<file path="config.mk">
export PLATFORM = sky130hd
export DESIGN_NAME = wb_port_arbiter_flat
export DESIGN_NICKNAME = d
export VERILOG_FILES = /design/src/rtl/wb_port_arbiter_if.sv /design/src/rtl/wb_port_arbiter.sv /design/src/flat_wrapper.sv
export SDC_FILE = /design/constraint.sdc
export NUM_CORES = 1
export LEC_CHECK = 0
export CAP_MARGIN = 0
export CELL_PAD_IN_SITES_DETAIL_PLACEMENT = 1
export CELL_PAD_IN_SITES_GLOBAL_PLACEMENT = 2
export CORE_ASPECT_RATIO = 1.4
export CORE_MARGIN = 1
export CORE_UTILIZATION = 32
export DETAILED_ROUTE_END_ITERATION = 7
export GPL_TIMING_DRIVEN = 0
export PLACE_DENSITY_LB_ADDON = 0.1
export SLEW_MARGIN = 10
export SYNTH_ARGS = -nofsm -noshare
export SYNTH_HDL_FRONTEND = slang
export SYNTH_SLANG_ARGS = --single-unit
export TNS_END_PERCENT = 20
</file>
<file path="constraint.sdc">
create_clock -name CLK -period 3.5 [get_ports CLK]
set_input_delay 0.525 -clock CLK [delete_from_list [all_inputs] [get_ports CLK]]
set_output_delay 0.525 -clock CLK [all_outputs]
set_load 0.01 [all_outputs]
</file>
<file path="src/rtl/wb_port_arbiter_if.sv">
// Bundle of the ALU/load writeback requests, the decode read indices and the
// arbitrated bank/PC write port.
interface wb_port_arbiter_if #(
    parameter int DW = 32,
    parameter int AW = 4
);
    logic          ALU_Valid;
    logic [AW-1:0] ALU_A3;
    logic [DW-1:0] ALU_WD;
    logic          MEM_Valid;
    logic [AW-1:0] MEM_A3;
    logic [DW-1:0] MEM_WD;
    logic          MEM_Ready;
    logic [AW-1:0] RA1;
    logic [AW-1:0] RA2;
    logic          Pend1;
    logic          Pend2;
    logic          WE3;
    logic [AW-1:0] A3;
    logic [DW-1:0] WD3;
    logic          PC_WE;
    logic [DW-1:0] PC_WD;

    modport master (
        output ALU_Valid, ALU_A3, ALU_WD, MEM_Valid, MEM_A3, MEM_WD, RA1, RA2,
        input  MEM_Ready, Pend1, Pend2, WE3, A3, WD3, PC_WE, PC_WD
    );

    modport slave (
        input  ALU_Valid, ALU_A3, ALU_WD, MEM_Valid, MEM_A3, MEM_WD, RA1, RA2,
        output MEM_Ready, Pend1, Pend2, WE3, A3, WD3, PC_WE, PC_WD
    );
endinterface

</file>
<file path="src/rtl/wb_port_arbiter.sv">
// Arbitrates the register bank write port between a never-stalled ALU source
// and a FIFO-buffered load source; index 15 is redirected to the PC port.
module wb_port_arbiter #(
    parameter int DEPTH = 2,
    parameter int DW    = 32,
    parameter int AW    = 4
) (
    input  logic             CLK,
    input  logic             Reset,
    wb_port_arbiter_if.slave bus
);
    localparam int            PW     = (DEPTH > 1) ? $clog2(DEPTH) : 1;
    localparam int            CW     = $clog2(DEPTH + 1);
    localparam logic [AW-1:0] PC_IDX = '1;

    logic [AW-1:0]    fifo_a [DEPTH];
    logic [DW-1:0]    fifo_d [DEPTH];
    logic [DEPTH-1:0] fifo_v;
    logic [PW-1:0]    rd_ptr;
    logic [PW-1:0]    wr_ptr;
    logic [CW-1:0]    count;

    logic          accept;
    logic          push;
    logic          pop;
    logic          issue;
    logic [AW-1:0] issue_a;
    logic [DW-1:0] issue_d;
    logic          pend1;
    logic          pend2;

    assign bus.MEM_Ready = (count < CW'(DEPTH));
    assign accept        = bus.MEM_Valid && bus.MEM_Ready;
    assign bus.Pend1     = pend1;
    assign bus.Pend2     = pend2;

    // NOTE: every always_comb output gets a default first, so no path leaves it unassigned and no latch is inferred.
    always_comb begin
        issue   = 1'b0;
        issue_a = bus.ALU_A3;
        issue_d = bus.ALU_WD;
        push    = 1'b0;
        pop     = 1'b0;
        if (bus.ALU_Valid) begin
            issue = 1'b1;
            push  = accept;
        end else if (count != '0) begin
            // A cancelled head still spends its cycle, it just writes nothing.
            pop     = 1'b1;
            issue   = fifo_v[rd_ptr];
            issue_a = fifo_a[rd_ptr];
            issue_d = fifo_d[rd_ptr];
            push    = accept;
        end else if (accept) begin
            issue   = 1'b1;
            issue_a = bus.MEM_A3;
            issue_d = bus.MEM_WD;
        end
    end

    always_comb begin
        pend1 = bus.WE3 && (bus.A3 == bus.RA1);
        pend2 = bus.WE3 && (bus.A3 == bus.RA2);
        for (int i = 0; i < DEPTH; i++) begin
            if (fifo_v[i] && (fifo_a[i] == bus.RA1)) pend1 = 1'b1;
            if (fifo_v[i] && (fifo_a[i] == bus.RA2)) pend2 = 1'b1;
        end
        if (bus.RA1 == PC_IDX) pend1 = 1'b0;
        if (bus.RA2 == PC_IDX) pend2 = 1'b0;
    end

    // NOTE: sequential state uses non-blocking assignments so every register samples pre-edge values.
    always_ff @(posedge CLK) begin
        if (Reset) begin
            fifo_v    <= '0;
            rd_ptr    <= '0;
            wr_ptr    <= '0;
            count     <= '0;
            bus.WE3   <= 1'b0;
            bus.A3    <= '0;
            bus.WD3   <= '0;
            bus.PC_WE <= 1'b0;
            bus.PC_WD <= '0;
        end else begin
            // An ALU write supersedes any older buffered load to the same index.
            if (bus.ALU_Valid) begin
                for (int i = 0; i < DEPTH; i++) begin
                    if (fifo_a[i] == bus.ALU_A3) fifo_v[i] <= 1'b0;
                end
            end
            if (pop) begin
                fifo_v[rd_ptr] <= 1'b0;
                rd_ptr         <= rd_ptr + PW'(1);
            end
            if (push) begin
                fifo_v[wr_ptr] <= !(bus.ALU_Valid && (bus.MEM_A3 == bus.ALU_A3));
                wr_ptr         <= wr_ptr + PW'(1);
            end
            if (push && !pop) begin
                count <= count + CW'(1);
            end else if (pop && !push) begin
                count <= count - CW'(1);
            end

            if (issue && (issue_a == PC_IDX)) begin
                bus.PC_WE <= 1'b1;
                bus.PC_WD <= issue_d;
                bus.WE3   <= 1'b0;
            end else if (issue) begin
                bus.WE3   <= 1'b1;
                bus.A3    <= issue_a;
                bus.WD3   <= issue_d;
                bus.PC_WE <= 1'b0;
            end else begin
                bus.WE3   <= 1'b0;
                bus.PC_WE <= 1'b0;
            end
        end
    end

    // NOTE: payload storage is not reset; fifo_v alone says which slots hold live data.
    always_ff @(posedge CLK) begin
        if (push) begin
            fifo_a[wr_ptr] <= bus.MEM_A3;
            fifo_d[wr_ptr] <= bus.MEM_WD;
        end
    end
endmodule

</file>
<file path="src/flat_wrapper.sv">
// flat-port wrapper written by rule: the top's interface ports become plain ports
module wb_port_arbiter_flat 
#(
    parameter int DEPTH = 2,
    parameter int DW    = 32,
    parameter int AW    = 4
)
  (CLK, Reset, bus_ALU_Valid, bus_ALU_A3, bus_ALU_WD, bus_MEM_Valid, bus_MEM_A3, bus_MEM_WD, bus_RA1, bus_RA2, bus_MEM_Ready, bus_Pend1, bus_Pend2, bus_WE3, bus_A3, bus_WD3, bus_PC_WE, bus_PC_WD);
  wb_port_arbiter_if #(.DW(DW), .AW(AW)) bus_i ();
  input  logic CLK;
  input  logic Reset;
  input wire logic [$bits(bus_i.ALU_Valid)-1:0] bus_ALU_Valid;
  input wire logic [$bits(bus_i.ALU_A3)-1:0] bus_ALU_A3;
  input wire logic [$bits(bus_i.ALU_WD)-1:0] bus_ALU_WD;
  input wire logic [$bits(bus_i.MEM_Valid)-1:0] bus_MEM_Valid;
  input wire logic [$bits(bus_i.MEM_A3)-1:0] bus_MEM_A3;
  input wire logic [$bits(bus_i.MEM_WD)-1:0] bus_MEM_WD;
  input wire logic [$bits(bus_i.RA1)-1:0] bus_RA1;
  input wire logic [$bits(bus_i.RA2)-1:0] bus_RA2;
  output wire logic [$bits(bus_i.MEM_Ready)-1:0] bus_MEM_Ready;
  output wire logic [$bits(bus_i.Pend1)-1:0] bus_Pend1;
  output wire logic [$bits(bus_i.Pend2)-1:0] bus_Pend2;
  output wire logic [$bits(bus_i.WE3)-1:0] bus_WE3;
  output wire logic [$bits(bus_i.A3)-1:0] bus_A3;
  output wire logic [$bits(bus_i.WD3)-1:0] bus_WD3;
  output wire logic [$bits(bus_i.PC_WE)-1:0] bus_PC_WE;
  output wire logic [$bits(bus_i.PC_WD)-1:0] bus_PC_WD;
  assign bus_i.ALU_Valid = bus_ALU_Valid;
  assign bus_i.ALU_A3 = bus_ALU_A3;
  assign bus_i.ALU_WD = bus_ALU_WD;
  assign bus_i.MEM_Valid = bus_MEM_Valid;
  assign bus_i.MEM_A3 = bus_MEM_A3;
  assign bus_i.MEM_WD = bus_MEM_WD;
  assign bus_i.RA1 = bus_RA1;
  assign bus_i.RA2 = bus_RA2;
  assign bus_MEM_Ready = bus_i.MEM_Ready;
  assign bus_Pend1 = bus_i.Pend1;
  assign bus_Pend2 = bus_i.Pend2;
  assign bus_WE3 = bus_i.WE3;
  assign bus_A3 = bus_i.A3;
  assign bus_WD3 = bus_i.WD3;
  assign bus_PC_WE = bus_i.PC_WE;
  assign bus_PC_WD = bus_i.PC_WD;
  wb_port_arbiter #(.DEPTH(DEPTH), .DW(DW), .AW(AW)) u_core (.CLK(CLK), .Reset(Reset), .bus(bus_i));
endmodule
</file>
==> flow_metrics.tcl, run 1 <==
set metrics [dict create \
    whs_path_depth 2 \
    p_per_area_nw_per_um2 497 \
    max_cap_violations 0 \
    cts_max_path_buffers 2 \
    layout_commonest_cell "clkdlybuf4s50_1" \
    clock.fmax_mhz 322 \
    first_global_vias 5445 \
    via_per_inst 5.00 \
    clk_pin_slew_ns 0.06 \
    synth.yosys.seq_area_share_pct 56.6 \
    synth-xor-area-share_pct 4.82 \
    nets 827 \
    slowest_stage "clkdlybuf4s50_1" \
    diodes 0 \
    fillers 2111 \
    rsz0062_at_grt "no" \
    ir_drop_uv 270 \
    cts.hold.buffers_added 0 \
    cts_resized 0 \
    crit_buf_inv 2 \
    hold_ws_ns 0.464 \
    die_x_um 123 \
    io_pins 157 \
    gp_congestion 0.765 \
    rrSetupSlack_ns 0.62 \
    antenna_found_initial 0 \
    first_pass_iters 4 \
    drc 0 \
    synth_top_cell_by_area "edfxtp_1" \
    path_common_cell "clkdlybuf4s50_1" \
    post-route-period-util_pct 88.7 \
    synthAdderAreaFrac_pct 0 \
    syn_nets 652 \
    crit_family "buffers and inverters" \
    clock_sinks 149 \
    ys_ff_latch 149 \
    drive_above_1_share_pct 7.54 \
    area.sequential_um2 3700 \
    crit_chain "clkdlybuf4s50_1 -> xnor2_1 -> nand2_1 -> nor4_1 -> nor3_1 -> a41oi_1 -> clkdlybuf4s50_1" \
    muxShareOfSynthArea_pct 15.5 \
    min_period_ns 3.10 \
    hold_path_class "register to register" \
    grt_max_degree 24 \
    required_ns 2.97 \
    holdCritStartpoint "u_core.bus.PC_WD[21]" \
    worst_slack_ns 0.395 \
    core_um2 19900 \
    cts_root_buf "clkbuf_16" \
    final_cell_area_um2 9030 \
    relSlewSlack_pct 46.3 \
    r2r_start "u_core.count[0]" \
    numCtsBuffers 17 \
    worst_setup_path_start_kind "input port" \
    clock_latency_ns 0.42 \
    synth-simple-area-share_pct 7.38 \
    grtUsageTotal_pct 19.7 \
    setup_viol 0 \
    leakage_nw 3.40 \
    rows 61 \
    cts_tree "done" \
    place_ws_ns -0.0576 \
    async_reset_ff_share_pct 0 \
    drv_slew 0 \
    place_hpwl_um 14300 \
    skew_ns 0.0120 \
    synthCells 568 \
    reg2reg_depth 8 \
    critPathMaxStageDelay_ns 0.63 \
    critPathKind "input port to output pin" \
    synth_top_family_by_area "multiplexers" \
    synthFlopType "dfxtp_1" \
    critical_path.endpoint_type "output pin" \
    synth_compound_area_share_pct 10.6 \
    portBuffers 154 \
    mostFrequentLayoutCells "clkdlybuf4s50_1 (154), mux2i_1 (97), nand2_1 (79)" \
    dieArea_um2 21000 \
    power_mw 4.49 \
    wl_um 19800 \
    grt_overflow 0 \
    tightest_slew_ns 0.806 \
    netlist_area_um2 6540 \
    drt_iter0_markers 183 \
    vias 5035 \
    yosys_warnings 0 \
    htree_num_levels 4 \
    place_area_um2 8450 \
    grt_pass1_wl_um 30400 \
    syn_area_per_cell_um2 11.5 \
    worstHoldEndpoint "u_core.bus.PC_WD[21]" \
    status "complete, no violations" \
    die_h_um 171 \
    yosys.area.top_type_share_pct 33.0 \
    synth-edff-count 72 \
    synth.distinct_cells 39 \
    final_antenna_net_count 0 \
    cts_setup_buffers 0 \
    avgRoutedWirePerCell_um 19.6 \
    fin_util_pct 45.3 \
    hold_viol_final 0 \
    arrival_ns 2.58 \
    synth_area_leaders "edfxtp_1 (33%), dfxtp_1 (24%), mux2i_1 (15%)" \
    multiInputGateArea_um2 2510 \
    path_depth 7 \
    crit_path_max_fanout 4 \
    initial_utilization_pct 32.8 \
    rr_endpoint "u_core.bus.WD3[10]" \
    area_growth_pct 38.0 \
]
[worst register-to-register path: cells and delay by family, from the launching register on]
kind / cells / cell delay, ns
buffers and inverters: 3 / 0.55
muxes: 1 / 0.22
and+or+nand+nor: 1 / 0.57
AOI/OAI and AO/OA: 3 / 1.16
DFF: 1 / 0.30
[power by group]
part,switching (mW),leakage [nW],internal [mW]
logic,0.343,1.83,0.348
clock network,0.776,0.278,1.02
registers,0.0619,1.29,1.94
[cells by family after synthesis]
family	Yosys count
buffers and inverters	75
DFF	149
AOI/OAI and AO/OA	98
and+or+nand+nor	109
xor gates and xnor gates	36
muxes	101
[Yosys cell counts, types with 6 or more instances]
master and instances:
a21oi_1 6, a221oi_1 31, buf_6 6, clkbuf_1 24
dfxtp_1 77, edfxtp_1 72, inv_1 36, mux2i_1 97
nand2_1 79, nor2_1 7, nor3_1 6, nor4_1 6
o21ai_0 38, xnor2_1 10, xor2_1 26
[per-stage QoR]
stage	cells	setup TNS (ns)
detailed placement	976	-0.636
CTS	1008	0
finish	1008	0
floorplan	568	0
global route	1008	0
global placement	974	-54.08
[how the worst max path moves through the flow]
stage	from	to	slack, ns
after floorplan	bus_ALU_Valid	u_core.fifo_v[0]	0.39
after global placement	bus_MEM_Valid	u_core.fifo_v[0]	-1.48
after detailed placement	bus_MEM_Valid	u_core.bus.WD3[28]	-0.06
after CTS	bus_MEM_Valid	u_core.bus.WD3[10]	0.36
after global routing	bus_MEM_Valid	u_core.bus.WD3[10]	0.20
final	bus_RA1[0]	bus_Pend1	0.40
[registers in the layout, indices dropped and copies added (netlist names), named ones only]
| register | cells |
|---|---|
| u_core.bus.A3 | 4 |
| u_core.count | 2 |
| u_core.bus.PC_WE | 1 |
| u_core.bus.PC_WD | 32 |
| u_core.rd_ptr | 1 |
| u_core.fifo_d | 64 |
| u_core.fifo_a | 8 |
| u_core.fifo_v | 2 |
| u_core.bus.WE3 | 1 |
| u_core.bus.WD3 | 32 |
| u_core.wr_ptr | 1 |
[per-layer routing]
metal	vias up	global-route usage, %	wire length [um]
met5	-	0	0
met4	0	4.61	160
met3	13	5.50	1040
met2	123	36.2	10700
met1	2489	22.1	7940
li1	2410	-	-
[layout make-up]
type	instances	area share (%)
sequential	149	41.0
multi-input combinational	344	27.9
timing repair buffer	156	17.5
clock buffer	18	4.86
tap	252	3.49
buffer	38	2.16
clock inverter	14	1.54
inverter	37	1.54
Power figures use the tool's default switching activity.
==> run 2: changes to the inputs <==
--- a/config.mk
+++ b/config.mk
@@ -10,8 +10,9 @@
 export CELL_PAD_IN_SITES_GLOBAL_PLACEMENT = 2
 export CORE_ASPECT_RATIO = 1.4
 export CORE_MARGIN = 1
-export CORE_UTILIZATION = 32
+export CORE_UTILIZATION = 34
 export DETAILED_ROUTE_END_ITERATION = 7
+export GPL_ROUTABILITY_DRIVEN = 0
 export GPL_TIMING_DRIVEN = 0
 export PLACE_DENSITY_LB_ADDON = 0.1
 export SLEW_MARGIN = 10
==> constraint.sdc (replaced) <==
create_clock -name CLK -period 3.7 [get_ports CLK]
set_input_delay 0.555 -clock CLK [delete_from_list [all_inputs] [get_ports CLK]]
set_output_delay 0.555 -clock CLK [all_outputs]
set_load 0.01 [all_outputs]
==> flow_metrics.tcl, run 2 (synthesized netlist as in run 1, its figures left out) <==
set metrics [dict create \
    status "complete, no violations" \
    layout_commonest_cell "clkdlybuf4s50_1" \
    cts_max_path_buffers 2 \
    core_um2 18800 \
    wl_um 20000 \
    area_growth_pct 38.0 \
    drt_iter0_markers 207 \
    die_h_um 166 \
    leakage_nw 3.41 \
    vias 5068 \
    hold_path_class "register to register" \
    final_cell_count_no_fill 1001 \
    ir_drop_uv 263 \
    max_cap_violations 0 \
    cts_setup_buffers 0 \
    drive_above_1_share_pct 7.54 \
    worst_setup_path_start_kind "input port" \
    via_per_inst 5.06 \
    die_x_um 119 \
    fin_util_pct 48.2 \
    portBuffers 154 \
    grtUsageTotal_pct 20.4 \
    first_pass_iters 5 \
    critical_path.endpoint_type "register" \
    required_ns 4.05 \
    initial_utilization_pct 34.9 \
    fin_tns_setup_ns 0 \
    min_period_ns 3.22 \
    place_hpwl_um 14300 \
    crit_path_max_fanout 10 \
    largest_register_ffs 64 \
    clock.fmax_mhz 311 \
    cts.hold.buffers_added 0 \
    first_global_vias 5473 \
    cts_root_buf "clkbuf_16" \
    fillers 2042 \
    drc 0 \
    mostFrequentLayoutCells "clkdlybuf4s50_1 (154), mux2i_1 (97), nand2_1 (79)" \
    final_antenna_net_count 0 \
    hold_viol_final 0 \
    grt_max_degree 22 \
    io_pins 157 \
    dp_cells 968 \
    avgRoutedWirePerCell_um 20.0 \
    clk_pin_slew_ns 0.06 \
    largest-register "u_core.fifo_d" \
    critPathKind "input port to register" \
    cts_resized 0 \
    cts_tree "done" \
    htree_num_levels 4 \
    antenna_found_initial 1 \
    tightest_slew_ns 0.894 \
    nets 827 \
    grt_pass1_wl_um 30400 \
    numCtsBuffers 17 \
    p_per_area_nw_per_um2 474 \
    clock_sinks 149 \
    rows 59 \
    setup_viol 0 \
    drv_slew 0 \
    grt_overflow 0 \
    dieArea_um2 19800 \
    reg.largest.list "u_core.fifo_d x64, u_core.bus.PC_WD x32, u_core.bus.WD3 x32" \
    relSlewSlack_pct 40.4 \
    rsz0062_at_grt "no" \
    skew_ns 0.0112 \
    clock_latency_ns 0.43 \
    post-route-period-util_pct 87.0 \
    arrival_ns 3.57 \
]
-- run 2: cell count changes in the layout (fill, tap and decap cells not counted), sizes merged --
cell	delta
clkbuf	+1
diode	+1
bufinv	+1
inv	-3
clkinvlp	+1
-- run 2: layout make-up --
class | instances | area (um^2) | share of cell area (%)
clock inverters | 13 | 148 | 1.63
clock buffers | 19 | 443 | 4.90
diodes | 1 | 2.50 | 0.0277
multi-input cells | 344 | 2510 | 27.8
flip-flops and latches | 149 | 3700 | 41.0
plain buffers | 38 | 195 | 2.16
repair buffers | 156 | 1580 | 17.5
well taps | 244 | 305 | 3.38
inverters | 37 | 139 | 1.54
-- run 2: critical path, stage by stage --
cell             delay, ns
clkdlybuf4s50_1       0.56
nor4b_4               0.60
a22oi_1               0.23
a222oi_1              0.83
a21o_1                0.22
buf_4                 0.16
buf_6                 0.20
mux2i_1               0.21
-- run 2: path summary, 6_finish.rpt --
path                                         from           endpoint  slack (ns)  cells after the start
worst min register to register  u_core.bus.WD3[7]  u_core.bus.WD3[7]        0.46                      2
worst max register to register    u_core.count[0]  u_core.bus.WD3[2]        0.67                      8
worst min-delay path            u_core.bus.WD3[7]  u_core.bus.WD3[7]        0.46                      2
worst max-delay path                bus_MEM_Valid  u_core.bus.WD3[2]        0.48                      8
-- run 2: routing by layer --
metal	vias to the layer above	track usage (%)	share of wire [%]
met3	26	5.01	4.6
met5	-	0	0
met4	0	8.15	1.8
li1	2408	-	-
met1	2506	21.7	39
met2	128	38.0	54
-- run 2: power by group --
part,internal (mW),switching [mW]
registers,1.84,0.0591
logic,0.329,0.328
clock network,1.02,0.708
-- run 2: through the flow --
stage	hold slack [ns]	setup slack (ns)	cell area [um^2]	total power [mW]
final	0.461	0.482	9030	4.28
after global routing	0.474	0.340	9030	4.44
after CTS	0.462	0.447	9030	4.33
after detailed placement	0.456	0.0205	8440	2.60
after global placement	0.447	-1.40	8390	2.57
after floorplan	0.483	0.559	6540	2.24
